==> config.mk <==
export PLATFORM = sky130hd
export DESIGN_NAME = regpair_writer
export DESIGN_NICKNAME = d
export VERILOG_FILES = /design/src/rtl/regpair_writer_pkg.sv /design/src/rtl/regpair_writer.sv
export SDC_FILE = /design/constraint.sdc
export NUM_CORES = 1
export LEC_CHECK = 0
export ABC_CLOCK_PERIOD_IN_PS = 4000
export BUFFER_PORTS_ARGS = -buffer_cell sky130_fd_sc_hd__clkbuf_2
export CORE_UTILIZATION = 51
export CTS_CLUSTER_DIAMETER = 40
export DETAILED_ROUTE_END_ITERATION = 8
export PLACE_DENSITY = 0.83
export SYNTH_ARGS = -nofsm -noshare
export SYNTH_HDL_FRONTEND = slang
export SYNTH_SLANG_ARGS = --single-unit
==> constraint.sdc <==
create_clock -name clk -period 4 [get_ports clk]
set_input_delay 0.6 -clock clk [delete_from_list [all_inputs] [get_ports clk]]
set_output_delay 0.6 -clock clk [all_outputs]
set_load 0.05 [all_outputs]
==> src/rtl/regpair_writer_pkg.sv <==
// Shared constants for the register-pair writer: pair/register selects and the hold record.
package regpair_writer_pkg;

   typedef enum logic [1:0] {
      pair_BC = 2'd0,
      pair_DE = 2'd1,
      pair_HL = 2'd2,
      pair_AF = 2'd3
   } pair_sel_t;

   typedef enum logic [2:0] {
      reg_B = 3'd0,
      reg_C = 3'd1,
      reg_D = 3'd2,
      reg_E = 3'd3,
      reg_H = 3'd4,
      reg_L = 3'd5,
      reg_F = 3'd6,
      reg_A = 3'd7
   } reg_sel_t;

   typedef struct packed {
      pair_sel_t   pair;
      logic [15:0] data;
   } hold_t;

   // Only named pairs start a transfer; anything else is swallowed on acceptance.
   function automatic logic pair_known(input pair_sel_t p);
      case (p)
         pair_BC, pair_DE, pair_HL, pair_AF: pair_known = 1'b1;
         default:                            pair_known = 1'b0;
      endcase
   endfunction

   function automatic reg_sel_t hi_reg(input pair_sel_t p);
      case (p)
         pair_BC: hi_reg = reg_B;
         pair_DE: hi_reg = reg_D;
         pair_HL: hi_reg = reg_H;
         default: hi_reg = reg_A;
      endcase
   endfunction

   function automatic reg_sel_t lo_reg(input pair_sel_t p);
      case (p)
         pair_BC: lo_reg = reg_C;
         pair_DE: lo_reg = reg_E;
         pair_HL: lo_reg = reg_L;
         default: lo_reg = reg_F;
      endcase
   endfunction

endpackage

==> src/rtl/regpair_writer.sv <==
// Splits a 16-bit pair write into high-then-low byte strobes to an 8-bit register file.
// Optional REGPAIR_FLAGS_EN routes the AF low byte's upper nibble to a flags strobe.
module regpair_writer
   import regpair_writer_pkg::*;
(
   input  logic        clk,
   input  logic        rst,
   input  logic        wr_valid,
   output logic        wr_ready,
   input  pair_sel_t   wr_pair,
   input  logic [15:0] wr_data,
   output logic [7:0]  rf_data,
   output logic        rf_load_en,
   output reg_sel_t    rf_sel,
   output logic [3:0]  flags_out,
   output logic        flags_we,
   output logic        busy
);

   typedef enum logic [1:0] {
      IDLE  = 2'd0,
      WR_HI = 2'd1,
      WR_LO = 2'd2
   } state_t;

   state_t state_q, state_d;
   hold_t  hold_q, hold_d;
   logic   accept;

   assign wr_ready = (state_q != WR_HI);
   assign busy     = (state_q != IDLE);
   assign accept   = wr_valid && wr_ready;

   always_comb begin
      state_d = state_q;
      hold_d  = hold_q;
      if (accept) begin
         hold_d.pair = wr_pair;
         hold_d.data = wr_data;
      end
      case (state_q)
         IDLE:    state_d = (accept && pair_known(wr_pair)) ? WR_HI : IDLE;
         WR_HI:   state_d = WR_LO;
         WR_LO:   state_d = (accept && pair_known(wr_pair)) ? WR_HI : IDLE;
         default: state_d = IDLE;
      endcase
   end

   always_ff @(posedge clk or negedge rst) begin
      if (!rst) begin
         state_q <= IDLE;
         hold_q  <= '0;
      end else begin
         state_q <= state_d;
         hold_q  <= hold_d;
      end
   end

   // Outputs come only from registered state, so a request taken in WR_LO
   // overwrites hold_q at the edge without disturbing the byte on the bus now.
   logic [3:0] flags_d;
   logic       flags_we_d;

   always_comb begin
      rf_load_en = 1'b0;
      rf_data    = 8'h00;
      rf_sel     = reg_A;
      flags_d    = 4'h0;
      flags_we_d = 1'b0;
      case (state_q)
         WR_HI: begin
            rf_load_en = 1'b1;
            rf_data    = hold_q.data[15:8];
            rf_sel     = hi_reg(hold_q.pair);
         end
         WR_LO: begin
            if (hold_q.pair != pair_AF) begin
               rf_load_en = 1'b1;
               rf_data    = hold_q.data[7:0];
               rf_sel     = lo_reg(hold_q.pair);
            end else begin
               flags_d    = hold_q.data[7:4];
               flags_we_d = 1'b1;
            end
         end
         default: ;
      endcase
   end

`ifdef REGPAIR_FLAGS_EN
   assign flags_out = flags_d;
   assign flags_we  = flags_we_d;
`else
   // AF writes only A; the low byte has nowhere to go.
   logic unused_flags;
   assign unused_flags = ^{flags_d, flags_we_d};
   assign flags_out    = 4'h0;
   assign flags_we     = 1'b0;
`endif

endmodule

==> results of run 1 <==
[critical path: stages, from the launching register on]
cell,delay (ns)
dfrtp_1,0.42
inv_1,0.10
ha_1,0.54
and2_1,0.37
a32o_1,0.19
clkbuf_2,0.28
[registers in the layout, indices dropped and copies added, names as in the netlist]
register and flops:
hold_q 18, state_q 2
[synth_stat cells]
master / number / share of area
a21boi_2: 1 / 0.011
a32o_1: 8 / 0.076
and2_1: 1 / 0.0059
buf_4: 5 / 0.036
buf_6: 1 / 0.011
buf_8: 1 / 0.014
clkbuf_1: 2 / 0.0071
conb_1: 1 / 0.0036
dfrtp_1: 20 / 0.47
ha_1: 6 / 0.071
inv_1: 4 / 0.014
mux2_2: 9 / 0.096
mux2_4: 9 / 0.13
nand2_1: 2 / 0.0071
nand3_1: 1 / 0.0047
nand3b_1: 1 / 0.0071
nor2_1: 1 / 0.0036
nor2b_1: 1 / 0.0059
nor3b_1: 1 / 0.0071
o21a_1: 1 / 0.0071
o21ai_0: 2 / 0.0095
[worst max-delay path by stage]
stage	start	endpoint	slack (ns)	cells past startpoint
6_report	state_q[0]	rf_data[3]	1.21	5
3_5_place_dp	state_q[0]	rf_data[0]	1.56	5
4_1_cts	state_q[0]	rf_data[0]	1.21	5
2_1_floorplan	state_q[0]	rf_data[0]	1.82	5
3_3_place_gp	state_q[0]	rf_data[2]	1.65	5
5_1_grt	state_q[0]	rf_data[2]	1.06	5
[logic make-up (layout without fill, tap and decap cells)]
family / Yosys count / in the layout / share of synthesized area
other: 1 / 5 / 0.00356
AO/OA/AOI/OAI: 12 / 12 / 0.103
AND/OR/NAND/NOR: 8 / 8 / 0.0415
buffers and inverters: 13 / 42 / 0.0818
adder cells (fa/ha/maj): 6 / 6 / 0.0712
flip-flops: 20 / 20 / 0.474
multiplexers: 18 / 18 / 0.224
[area by class of cell]
cell class	instances	area, um^2	share of cell area
tap	27	33.8	0.0272
sequential	20	500	0.403
clock buffer	4	36.3	0.0292
timing repair buffer	34	170	0.137
inverter	4	15.0	0.0121
multi-input combinational	49	485	0.391
[routing by layer]
metal,part of all wire,vias up
li1,-,332
met1,0.41,355
met2,0.52,25
met3,0.041,4
met4,0.021,0
met5,0,-
[per-stage QoR]
stage | area, um^2 | utilization | std cells
after floorplan | 1070 | - | 82
after global placement | 1200 | 0.614 | 134
after detailed placement | 1200 | 0.614 | 134
after CTS | 1240 | 0.633 | 138
after global routing | 1240 | 0.633 | 138
final | 1240 | 0.633 | 138
[power breakdown]
part | total, W | switching [W] | internal, W
clock | 0.000114 | 0.0000588 | 0.0000555
combinational | 0.000652 | 0.000445 | 0.000206
sequential | 0.000336 | 0.0000543 | 0.000282
total | 0.00110 | 0.000558 | 0.000544
==> flow_metrics.tcl, run 1 <==
set metrics [dict create \
    routedWlPerCell_um 14.2 \
    relSlewSlack 0.257 \
    track_usage 0.182 \
    gr-total-overflow 0 \
    cts.path.max_buffers 2 \
    finalWorstPathRequiredPeriod_ns 2.79 \
    clock_tree.root_cell "clkbuf_4" \
    rsz0062_at_grt "false" \
    fin_nets 139 \
    total_power_w 0.00110 \
    via_per_inst 5.19 \
    gp_congestion 0.699 \
    hpwl_um 1510 \
    h-tree-depth 1 \
    cap_violations 0 \
    grt_max_degree 21 \
    final_common_cell "clkbuf_2" \
    required_ns 3.40 \
    rows 16 \
    fin_crit_sh 0.698 \
    hold_class "primary input to async pin" \
    cts_tree "yes" \
    dieArea_um2 2250 \
    tns_ns 0 \
    clkLatencyLatePin_ns 0.30 \
    postRouteAntennaNets 0 \
    cp-start-kind "flop" \
    ys_seq_area_frac 0.474 \
    ys_warn_count 0 \
    drt_iter0_drc 3 \
    grt_pass1_wl_um 2700 \
    cts_hold_buf 0 \
    r2r_start "state_q[1]" \
    final_max_slew_viol_count 0 \
    arrival_ns 2.19 \
    synth.avg_cell_area_um2 13.5 \
    port_buffers 34 \
    path_max_fanout 13 \
    start_util 0.538 \
    drt-total-wl_um 1960 \
    drc 0 \
    grt_util_met1 0.210 \
    syn_inst 78 \
    top_usage_layer "met2" \
    setup_ws_ns 1.21 \
    clkSinkCount 20 \
    post_cts_resized 0 \
    numCtsBuffers 3 \
    synth_area_um2 1050 \
    dr.pass1.iters 4 \
    p_per_area_nw_per_um2 888 \
    rr_worst_depth 4 \
    grt_antenna_before_repair 0 \
    p_leak_nw 0.624 \
    criticalPathCategory "flop to output port" \
    vdd_drop_max_uv 532 \
    use_met2 0.315 \
    use_met3 0.0340 \
    r2r_slack_ns 1.86 \
    layout-drive-gt1-share 0.523 \
    fin_worst_skew_ns 0.00600 \
    core-area_um2 1960 \
    setup_viol 0 \
    status "completed" \
    die_width_um 47.5 \
    ys_ff_latch 20 \
    worst_pin_slew_ns 1.11 \
    areaGrowthSynthToFinish_pct 17.7 \
    whs_ns 0.233 \
    cts_setup_buffers 0 \
    fmax_ghz 0.358 \
    grt_pass1_vias 652 \
    ys_types 21 \
    r2r-end "hold_q[0]" \
    ios 40 \
    die_h_um 47.5 \
    clkTransAtPathRegs_ns 0.11 \
    antennaDiodeCount 0 \
    vias 716 \
    dp_slack_ns 1.56 \
    cp-end-kind "output port" \
    final_cell_mix "34 x clkbuf_2, 20 x dfrtp_1, 9 x mux2_4, 9 x mux2_2, 8 x a32o_1" \
    fill_cells 167 \
    finalHoldViolCount 0 \
]
(Power assumes the default switching activity.)
==> inputs of run 2 (changes only) <==
ABC_CLOCK_PERIOD_IN_PS = 2300   (was 4000)
CORE_UTILIZATION = 43   (was 51)
PLACE_DENSITY = 0.74   (was 0.83)
clock period = 2.3 ns   (was 4 ns; I/O delays follow)
==> run 2 against run 1 <==
Critical endpoint is now rf_data[1]. Clock power grew 150%. Global-route usage is 1.3 points lower. Cell count rose by 2.9%. Largest power group unchanged. Critical path depth stayed put. Register-to-register slack got worse by 1.2 ns. Clock skew up 0.0053 ns. Non-clock buffer count grew 3. Die area grew 18%. Core utilization shrank 5.9 points. First-iteration DRC count stayed put. Hold slack better by 0.021 ns. Setup slack got worse by 1.1 ns.
==> flow_metrics.tcl, run 2 (synthesized netlist as in run 1, its figures left out) <==
set metrics [dict create \
    status "completed" \
    cp-end-kind "output port" \
    final_max_slew_viol_count 0 \
    drt-total-wl_um 1920 \
    final_cell_mix "34 x clkbuf_2, 20 x dfrtp_1, 9 x mux2_4, 9 x mux2_2, 8 x a32o_1" \
    grt_pass1_vias 721 \
    fmax_ghz 0.456 \
    path_max_fanout 8 \
    fin_crit_sh 0.954 \
    fin_nets 142 \
    clkLatencyLatePin_ns 0.31 \
    cap_violations 0 \
    start_util 0.468 \
    max_flop_register "hold_q" \
    required_ns 1.96 \
    gp_congestion 0.695 \
    layout-drive-gt1-share 0.535 \
    grt_antenna_before_repair 0 \
    p_per_area_nw_per_um2 1570 \
    rows 17 \
    clkSinkCount 20 \
    dieArea_um2 2650 \
    final_common_cell "clkbuf_2" \
    core-area_um2 2250 \
    via_per_inst 4.97 \
    vias 706 \
    cts_tree "yes" \
    die_h_um 51.5 \
    ios 40 \
    vdd_drop_max_uv 735 \
    finalWorstPathRequiredPeriod_ns 2.19 \
    arrival_ns 1.85 \
    gr-total-overflow 0 \
    grt_max_degree 21 \
    clock_tree.root_cell "clkbuf_4" \
    p_leak_nw 0.647 \
    dp_slack_ns 0.392 \
    hpwl_um 1430 \
    h-tree-depth 1 \
    placed_area_um2 1220 \
    criticalPathCategory "flop to output port" \
    drc 0 \
    routedWlPerCell_um 13.5 \
    areaGrowthSynthToFinish_pct 22.5 \
    final_cell_area_um2 1290 \
    numCtsBuffers 3 \
    cts.path.max_buffers 2 \
    tns_ns 0 \
    dr.pass1.iters 4 \
    regArea_um2 500 \
    total_power_w 0.00203 \
    port_buffers 34 \
    postRouteAntennaNets 0 \
    antennaDiodeCount 0 \
    rsz0062_at_grt "false" \
    setup_ws_ns 0.107 \
    reg.largest.list "hold_q x18, state_q x2" \
    fill_cells 208 \
    setup_viol 0 \
    cp-start-kind "flop" \
    die_width_um 51.5 \
    multiInputGateArea_um2 494 \
    fin_worst_skew_ns 0.0113 \
    finalHoldViolCount 0 \
    hold_class "primary input to flop" \
    drt_iter0_drc 3 \
    grt_pass1_wl_um 3200 \
    largest_reg_flops 18 \
    whs_ns 0.255 \
    track_usage 0.169 \
    clkTransAtPathRegs_ns 0.11 \
]
## run 2: cell count changes in the layout (fill, tap and decap cells not counted)
cell	delta
and2_1	-1
clkbuf_8	-1
bufinv_16	+1
dlygate4sd3_1	+1
a21boi_2	-1
a21boi_4	+1
buf_4	+2
and2_2	+1
## run 2: through the flow
stage / utilization / std cells
2_1_floorplan: - / 82
3_3_place_gp: 0.542 / 137
3_5_place_dp: 0.542 / 137
4_1_cts: 0.569 / 142
5_1_grt: 0.573 / 142
6_report: 0.573 / 142
## run 2: layer usage
layer	up-vias	wire length, um	part of all wire	GRT usage
met5	-	0	0	0
met4	0	14	0.0073	0.0450
met3	3	120	0.063	0.0614
met2	25	1020	0.53	0.279
met1	339	760	0.40	0.208
li1	339	-	-	-
## run 2: area by class of cell
type,count,share of cell area
Sequential cell,20,0.387
Multi-Input combinational cell,49,0.382
Timing Repair Buffer,37,0.151
Tap cell,28,0.0271
Clock inverter,1,0.0232
Clock buffer,3,0.0174
Inverter,4,0.0116
## run 2: power by group
group	switching, W	total, W	internal [W]
logic	0.000770	0.00116	0.000385
clock network	0.000107	0.000283	0.000176
registers	0.000103	0.000594	0.000491
## run 2: what timing repair did
action / CTS / global route
hold buffers: 1 / 0
endpoints found under the hold margin: 20 / 0
gates resized for setup: 0 / 2
buffers inserted: 0 / 0
setup endpoints to repair: 0 / 8
## run 2: worst paths after layout
path / start / to / slack, ns / depth (start not counted)
setup reg to reg: state_q[1] / hold_q[1] / 0.67 / 5
hold reg to reg: hold_q[2] / hold_q[2] / 0.52 / 1
max in group asynchronous: rst / hold_q[0] / 1.45 / 2
setup / recovery: state_q[0] / rf_data[1] / 0.11 / 5
hold / removal: wr_data[5] / hold_q[5] / 0.25 / 2
min in group asynchronous: rst / hold_q[17] / 0.51 / 2
## run 2: worst max-delay path, cell delays in order, from the launching register on
cell and delay, ns:
dfrtp_1 0.42, inv_1 0.10, ha_1 0.32, and2_2 0.24
a32o_1 0.23, clkbuf_2 0.23
==> inputs of run 3 (changes only) <==
PLACE_DENSITY = unset   (was 0.74)
PLACE_DENSITY_LB_ADDON = 0.2   (was unset)
==> run 3 against run 2 <==
Via count is 1.4% higher. Hold slack improved by 0.012 ns. Register-to-register slack got worse by 0.04 ns. Critical path depth unchanged. First-iteration DRC count rose by 33%. Clock power decreased by 28%. Wire length grew 4.1%. Core utilization decreased by 0.72 points. Count of clock-buffer cells in the layout is 1 higher. Power down 4.0%. Sequential share of layout area grew 0.49 points. Critical endpoint is now rf_data[6]. Largest power group unchanged. Highest routed layer unchanged.
==> flow_metrics.tcl, run 3 (synthesized netlist as in run 1, its figures left out) <==
set metrics [dict create \
    dieArea_um2 2650 \
    regArea_um2 500 \
    path_cells "inv_1 -> ha_1 -> and2_2 -> a32o_1 -> clkbuf_2" \
    final_cell_mix "34 x clkbuf_2, 20 x dfrtp_1, 9 x mux2_4, 9 x mux2_2, 8 x a32o_1" \
    cts_setup_buffers 0 \
    fmax_ghz 0.461 \
    clkSinkCount 20 \
    grt_pass1_vias 712 \
    vias 716 \
    start_util 0.468 \
    port_buffers 34 \
    core-area_um2 2250 \
    clkLatencyLatePin_ns 0.30 \
    cts.path.max_buffers 2 \
    h-tree-depth 1 \
    die_h_um 51.5 \
    drt-total-wl_um 2000 \
    fin_worst_skew_ns 0.00169 \
    combPwrFrac 0.587 \
    gr-total-overflow 0 \
    finalWorstPathRequiredPeriod_ns 2.17 \
    layout-drive-gt1-share 0.535 \
    r2r-end "hold_q[15]" \
    cts_tree "yes" \
    fin_crit_sh 0.943 \
    drc 0 \
    setup_viol 0 \
    die_width_um 51.5 \
    arrival_ns 1.83 \
    grt_antenna_before_repair 0 \
    r2r_start "state_q[1]" \
    hpwl_um 1500 \
    required_ns 1.96 \
    numCtsBuffers 3 \
    clkTransAtPathRegs_ns 0.11 \
    sequentialPowerShare 0.309 \
    fin_nets 142 \
    dr.pass1.iters 4 \
    ios 40 \
    finalHoldViolCount 0 \
    min_to "hold_q[3]" \
    areaGrowthSynthToFinish_pct 21.0 \
    antennaDiodeCount 0 \
    tns_ns 0 \
    final_common_cell "clkbuf_2" \
    gp_congestion 0.722 \
    status "completed" \
    multiInputGateArea_um2 494 \
    criticalPathCategory "flop to output port" \
    hold_class "primary input to flop" \
    rows 17 \
    switching_share 0.501 \
    cap_violations 0 \
    grt_pass1_wl_um 3240 \
    pwr-share-clk 0.104 \
    slowest_stage "dfrtp_1" \
    vdd_drop_max_uv 1030 \
    rsz0062_at_grt "false" \
    switchingPower_w 0.000978 \
    drt_iter0_drc 4 \
    cp-start-kind "flop" \
    grt_max_degree 21 \
    final_max_slew_viol_count 0 \
    via_per_inst 5.04 \
    rr_worst_depth 5 \
    cp-end-kind "output port" \
    postRouteAntennaNets 0 \
    largest_reg_flops 18 \
    clock_tree.root_cell "clkbuf_4" \
    reg.largest.list "hold_q x18, state_q x2" \
    routedWlPerCell_um 14.0 \
    p_int_w 0.000972 \
    track_usage 0.171 \
    max_flop_register "hold_q" \
    p_leak_nw 0.640 \
    hold_depth 2 \
    min_from "wr_data[3]" \
    total_power_w 0.00195 \
    p_per_area_nw_per_um2 1530 \
    fill_cells 215 \
    path_max_fanout 8 \
    r2r_slack_ns 0.63 \
    slowest_delay_ns 0.42 \
]
==> run 3: power groups by stage <==
stage / logic [W] / clock network (W) / registers, W
after floorplan: 0.000942 / 0 / 0.000565
after global placement: 0.00112 / 0 / 0.000604
after detailed placement: 0.00113 / 0 / 0.000604
after CTS: 0.00114 / 0.000211 / 0.000599
after global routing: 0.00121 / 0.000226 / 0.000625
final: 0.00114 / 0.000203 / 0.000603
==> run 3: metal layers <==
layer / up-vias / routed length [um] / GRT usage
li1: 339 / - / -
met2: 25 / 937 / 0.258
met3: 2 / 108 / 0.0614
met5: - / 0 / 0
met1: 350 / 936 / 0.241
met4: 0 / 13 / 0.0270
==> run 3: metrics by stage <==
step                      instance area (um^2)  worst slack, ns  cells   util  hold slack (ns)
after global placement                    1220            0.474    137  0.542            0.337
final                                     1280            0.130    142  0.566            0.266
after detailed placement                  1220            0.420    137  0.542            0.340
after global routing                      1280           0.0239    142  0.566            0.252
after floorplan                           1070            0.371     82      -           0.0494
after CTS                                 1270           0.0680    142  0.562            0.257
==> run 3: area by class of cell <==
type                       instances  area share
timing repair buffer              37       0.153
tap                               28      0.0275
clock buffer                       4      0.0284
sequential                        20       0.392
inverter                           4      0.0118
multi-input combinational         49       0.387
==> run 3: worst max-delay path, delay by kind of cell (launching register included) <==
kind	cells	cell delay, ns
flip-flops	1	0.42
adder cells (fa/ha/maj)	1	0.32
buffers and inverters	2	0.34
AO/OA/AOI/OAI	1	0.22
AND/OR/NAND/NOR	1	0.23
==> run 3: repair_timing <==
item                                    CTS  global route
hold endpoints to repair                 11             0
hold buffers                              1             0
gates resized for setup                   0             2
endpoints found under the setup margin    0             8
==> run 3: worst max path at each step <==
stage / startpoint / end / slack, ns
after floorplan: state_q[0] / rf_data[0] / 0.37
after global placement: state_q[1] / rf_data[4] / 0.47
after detailed placement: state_q[0] / rf_data[0] / 0.42
after CTS: state_q[0] / rf_data[0] / 0.07
after global routing: state_q[0] / rf_data[4] / 0.02
final: state_q[0] / rf_data[6] / 0.13
